## config.mk

```make
export PLATFORM = sky130hd
export DESIGN_NAME = vid_sync_gen
export DESIGN_NICKNAME = d
export VERILOG_FILES = /design/src/rtl/vid_sync_gen.sv
export SDC_FILE = /design/constraint.sdc
export NUM_CORES = 1
export LEC_CHECK = 0
export BUFFER_PORTS_ARGS = -buffer_cell sky130_fd_sc_hd__buf_2
export CORE_ASPECT_RATIO = 1.5
export CORE_MARGIN = 3
export CORE_UTILIZATION = 45
export CTS_CLUSTER_DIAMETER = 150
export DETAILED_ROUTE_END_ITERATION = 7
export GPL_ROUTABILITY_DRIVEN = 0
export PLACE_DENSITY_LB_ADDON = 0.05
export SETUP_SLACK_MARGIN = 0.3
export SLEW_MARGIN = 10
export SYNTH_ARGS = -nofsm -noshare
export SYNTH_HDL_FRONTEND = slang
export SYNTH_SLANG_ARGS = --single-unit
```

## constraint.sdc

```tcl
create_clock -name clk -period 2.73 [get_ports clk]
set_input_delay 0.546 -clock clk [delete_from_list [all_inputs] [get_ports clk]]
set_output_delay 0.546 -clock clk [all_outputs]
set_load 0.05 [all_outputs]
```

## src/rtl/vid_sync_gen.sv

```systemverilog
// Video timing generator: pixel-phase counter plus h/v raster counters,
// decoded into registered display enables, syncs and a position bus.
module vid_sync_gen #(
    parameter int H_ACTIVE = 640,
    parameter int H_FRONT  = 16,
    parameter int H_SYNC   = 96,
    parameter int H_BACK   = 48,
    parameter int V_ACTIVE = 480,
    parameter int V_FRONT  = 10,
    parameter int V_SYNC   = 2,
    parameter int V_BACK   = 33,
    parameter int HS_POL   = 0,
    parameter int VS_POL   = 0,
    parameter int CLK_DIV  = 2
) (
    input  logic        clk,
    input  logic        reset,
    output logic [3:0]  pc_ena,
    output logic        hde_out,
    output logic        vde_out,
    output logic        hs_out,
    output logic        vs_out,
    output logic [47:0] HV_triggers_out
);

    localparam int H_TOTAL = H_ACTIVE + H_FRONT + H_SYNC + H_BACK;
    localparam int V_TOTAL = V_ACTIVE + V_FRONT + V_SYNC + V_BACK;

    // Segment boundaries pre-sized to the 12-bit counter width
    localparam logic [11:0] H_LAST      = 12'(H_TOTAL - 1);
    localparam logic [11:0] H_DE_END    = 12'(H_ACTIVE);
    localparam logic [11:0] H_SYNC_BEG  = 12'(H_ACTIVE + H_FRONT);
    localparam logic [11:0] H_SYNC_END  = 12'(H_ACTIVE + H_FRONT + H_SYNC);
    localparam logic [11:0] V_LAST      = 12'(V_TOTAL - 1);
    localparam logic [11:0] V_DE_END    = 12'(V_ACTIVE);
    localparam logic [11:0] V_SYNC_BEG  = 12'(V_ACTIVE + V_FRONT);
    localparam logic [11:0] V_SYNC_END  = 12'(V_ACTIVE + V_FRONT + V_SYNC);
    localparam logic [3:0]  PC_LAST     = 4'(CLK_DIV - 1);
    localparam logic        HS_ON       = 1'(HS_POL);
    localparam logic        VS_ON       = 1'(VS_POL);

    logic [11:0] h_cnt;
    logic [11:0] v_cnt;
    logic        tick;

    logic        hde_d;
    logic        vde_d;
    logic        hs_d;
    logic        vs_d;
    logic [47:0] hv_d;

    assign tick = (pc_ena == 4'd0);

    // Decode of the current raster position; registered on the tick
    always_comb begin
        hde_d = (h_cnt < H_DE_END);
        vde_d = (v_cnt < V_DE_END);
        hs_d  = ((h_cnt >= H_SYNC_BEG) && (h_cnt < H_SYNC_END)) ? HS_ON : ~HS_ON;
        // vs depends only on v_cnt, which moves only at h wrap, so its
        // edges line up with h = 0 on the outputs
        vs_d  = ((v_cnt >= V_SYNC_BEG) && (v_cnt < V_SYNC_END)) ? VS_ON : ~VS_ON;
        hv_d  = {22'd0, (h_cnt == 12'd0) && (v_cnt == 12'd0), (h_cnt == 12'd0), v_cnt, h_cnt};
    end

    // Phase counter, raster counters and output registers
    always_ff @(posedge clk) begin
        if (reset) begin
            pc_ena          <= 4'd0;
            h_cnt           <= 12'd0;
            v_cnt           <= 12'd0;
            hde_out         <= 1'b0;
            vde_out         <= 1'b0;
            hs_out          <= ~HS_ON;
            vs_out          <= ~VS_ON;
            HV_triggers_out <= 48'd0;
        end else begin
            pc_ena <= (pc_ena == PC_LAST) ? 4'd0 : pc_ena + 4'd1;
            if (tick) begin
                hde_out         <= hde_d;
                vde_out         <= vde_d;
                hs_out          <= hs_d;
                vs_out          <= vs_d;
                HV_triggers_out <= hv_d;
                if (h_cnt == H_LAST) begin
                    h_cnt <= 12'd0;
                    v_cnt <= (v_cnt == V_LAST) ? 12'd0 : v_cnt + 12'd1;
                end else begin
                    h_cnt <= h_cnt + 12'd1;
                end
            end
        end
    end

endmodule

```

* Yosys cells after proc, flatten, opt, wreduce, memory -nomap -nowiden *
Index checks and enable logic that the tools add are counted.
Widths: inputs -> output; s select.

operators by class
  add/subtract/negate cells = 3
  multiply operators = 0
  div/mod/pow operators = 0
  order comparisons = 6
  equal/unequal tests = 3
  shifts and indexed selects = 0
  muxes and demuxes = 4
  bitwise operators = 0
  reduce and logical (&&, ||, !) cells = 8

operators by type and width
  kind                   number
  $add 12x1->12 const B  2
  $eq 12x10->1 const B   2
  $logic_not 12->1       2
  $lt 12x10->1 const B   2
  $lt 12x9->1 const B    2
  $mux 12                2
  $ge 12x10->1 const B   1
  $ge 12x9->1 const B    1
  $add 4x1->4 const B    1
  $eq 4x1->1 const B     1
  $logic_not 4->1        1
  $logic_and 1x1->1      3
  $mux 1                 2
  $reduce_and 2->1       1
  $reduce_or 2->1        1

word-level totals
  register bits = 58
  latch bits = 0
  RAM bits = 0
  bits in read-only memories = 0
  input bits = 2
  word-level logic and storage cells = 32
  memories = 0

* Depth between registers and ports, before layout *
  depth in word-level cells = 3
  depth in mapped cells = 7
  gate-level depth less buffers = 6

* Worst setup path before layout *
No wires, ideal clock.

  kind = reg2reg
  from = register pc_ena[1]
  to = register v_cnt[7]
  library setup time = 0.069 ns
  data arrival time = 2.223 ns
  required time = 2.661 ns
  slack = 0.438 ns
  cell stages (with the launch flop) = 7
  path buffers = 0
  cell sequence = dfxtp_1 > inv_1 > ha_1 > or4b_1 > or4_4 > or4b_1 > o21ai_1

between the ends
  longest elaborated chain between the ends = 2

ends and longest elaborated chain
  what                               line  source
  start, declared                    18    output logic [3:0] pc_ena,
  start signal, assigned             77    pc_ena <= (pc_ena == PC_LAST) ? 4'd0 : pc_ena + 4'd1;
  $logic_not 4->1                    52    assign tick = (pc_ena == 4'd0);
  $reduce_and 2->1 (no source line)  -
  end signal, assigned               86    v_cnt <= (v_cnt == V_LAST) ? 12'd0 : v_cnt + 12'd1;
  end, declared                      43    logic [11:0] v_cnt;

Every way passes these cells.
A chain may end at the register's enable or synchronous reset.

* Worst setup path in the final report *
  from = register pc_ena[0]
  to = register v_cnt[7]

The elaborated chain is that of the path after synthesis.

==> flow_summary.json <==
{
  "status": "finished clean",
  "worstPathRequired_ns": 3.01,
  "drive_above_1_share_pct": 17.43,
  "nets": 377,
  "syn_avg_cell_area_sq_um": 8.146,
  "start_util_pct": 46.76,
  "power.density_nw_per_um2": 668.1,
  "fin_ws_ns": 0.4733,
  "hold_viol": 0,
  "postSynthCellCount": 337,
  "ys_async_sr_fraction_pct": 0,
  "tns_ns": 0,
  "fin_crit_sh_pct": 82.66,
  "worstSetupPathType": "reg2reg",
  "grt_pass1_wl_mm": 10.77,
  "vias": 2305,
  "dp_slack_ns": 0.4828,
  "grt_use_total_pct": 19.12,
  "drc": 0,
  "dieArea_sq_um": 7092,
  "routed_via_density": 5.180,
  "chipWidth_um": 69.77,
  "ioPinCount": 58,
  "start_kind": "flip-flop",
  "min_path_type": "reg2reg",
  "synth_top_flop_cell": "dfxtp_1",
  "cts_root_buf": "clkbuf_8",
  "cts_num_sinks": 58,
  "yosys_register_bits": 58,
  "numCtsBuffers": 9,
  "crit_fanout": 14,
  "ant_nets": 0,
  "dp_hpwl_mm": 4.548,
  "tritoncts": "built",
  "row_count": 34,
  "cts.repair.resized": 0,
  "leakagePower_nw": 1.200,
  "area_growth_pct": 11.76,
  "clockBufferDepth": 2,
  "peakVddDrop_uv": 525.8,
  "seq_area_frac_synth_pct": 42.30,
  "multiInputGateArea_sq_um": 1361,
  "wl_mm": 6.458,
  "cts_setup_buffers": 0,
  "grt_max_degree": 24,
  "synth_area_sq_um": 2745,
  "fmax_mhz": 443.1,
  "cp.arrival_ns": 2.53,
  "end_kind": "flip-flop",
  "io_buffer_count": 35,
  "diodes": 0,
  "synth_top_area_share_pct": 42.30,
  "ys_types": 47,
  "drv_cap": 0,
  "core_area_sq_um": 5871,
  "post_drt_wl_per_cell_um": 14.51,
  "drt_iter0_drc": 110,
  "seqCellArea_sq_um": 1161,
  "gr-total-overflow": 0,
  "htree_levels": 3,
  "path_clk_slew_ns": 0.07,
  "grt_setup_unrepaired": "false",
  "setup_viol": 0,
  "ys_top_cells_by_area": "dfxtp_1 (42%), nand2_1 (8.6%), buf_4 (6.0%)",
  "grt_antenna_before_repair": 0,
  "fin_skew_ns": 0.007123,
  "fillers": 580,
  "yosysWarningCount": 0,
  "ys_top_cells_by_count": "nand2_1 (63), dfxtp_1 (58), a21oi_1 (29), buf_4 (22), nor2_1 (19)",
  "cts_hold_buffers": 0,
  "fin_crit_ns": 2.257,
  "grt_pass1_vias": 2294,
  "die_y_um": 101.7,
  "yosys.area.top_type": "dfxtp_1",
  "drtPass1Iterations": 4,
  "report.final.slew_viol_count": 0,
  "clock_latency_ns": 0.34,
  "yosysMostFrequentCell": "nand2_1",
  "synth-edff-count": 0
}
-- worst paths after layout --
kind	from	depth (start not counted)	slack, ns	endpoint
hold reg to reg	HV_triggers_out[6]	2	0.45	HV_triggers_out[6]
setup reg to reg	pc_ena[0]	6	0.47	v_cnt[7]
hold / removal	HV_triggers_out[6]	2	0.45	HV_triggers_out[6]
setup / recovery	pc_ena[0]	6	0.47	v_cnt[7]
-- per-layer routing --
layer / GRT usage, % / up-vias / part of all wire (%) / routed length (um)
met4: 9.292 / 0 / 1.9 / 121
met3: 4.767 / 11 / 2.7 / 172
met1: 20.60 / 1086 / 42 / 2720
li1: - / 1179 / - / -
met5: 0 / - / 0 / 0
met2: 34.74 / 29 / 53 / 3443
-- kinds of logic after synthesis --
| logic type | after synthesis | share of synthesized area (%) |
|---|---|---|
| simple gates | 143 | 25.84 |
| xor+xnor | 10 | 3.190 |
| flops | 58 | 42.30 |
| fa+ha+maj | 7 | 3.190 |
| other cells | 1 | 0.1366 |
| compound gates | 60 | 13.77 |
| mux | 1 | 0.4102 |
| buf+inv | 57 | 11.17 |
-- sequential cells by signal (all words and copies together) (netlist names) --
register and flops:
v_cnt 12, vde_out 1, hde_out 1, vs_out 1, pc_ena 4, h_cnt 12, hs_out 1, HV_triggers_out 26
-- report_power, final --
| group | internal [mW] | leakage [nW] | switching (mW) |
|---|---|---|---|
| clock | 0.349 | 0.0851 | 0.349 |
| combinational | 0.101 | 0.645 | 0.332 |
| sequential | 0.883 | 0.469 | 0.0356 |
-- placed cells by master, fill, tap and decap left out, drive strengths merged, types with 3 or more instances in the layout --
master / count
a21oi: 29
nor4: 6
o31ai: 4
o211ai: 4
nand4: 10
nand2: 63
nor2: 19
ha: 7
xnor2: 6
dfxtp: 58
o22ai: 3
a22oi: 5
nand3: 12
buf: 43
nor3: 7
xor2: 4
and2: 5
clkinv: 3
clkbuf: 11
inv: 13
o21ai: 6
conb: 22
-- stage by stage --
stage	util [%]	hold slack, ns	total power, mW	instances	cell area (sq um)
floorplan	-	0.4585	1.298	358	2824
global placement	49.34	0.4388	1.375	429	2897
detailed placement	49.34	0.4472	1.375	429	2897
CTS	52.26	0.4563	2.073	445	3068
global route	52.26	0.4706	2.148	445	3068
finish	52.26	0.4529	2.050	445	3068
-- area by class of cell --
cell class,count,share of cell area (%)
clock inverters,5,0.9788
flip-flops and latches,58,37.85
clock buffers,11,4.608
well taps,72,2.936
repair buffers,43,7.667
inverters,13,1.591
multi-input cells,243,44.37
-- critical path, cell delays in order, from the launching register on --
cell	delay, ns
dfxtp_1	0.35
inv_1	0.07
ha_1	0.19
or4b_1	0.43
or4_4	0.54
or4b_1	0.49
o21ai_1	0.12
(Power assumes the default switching activity.)
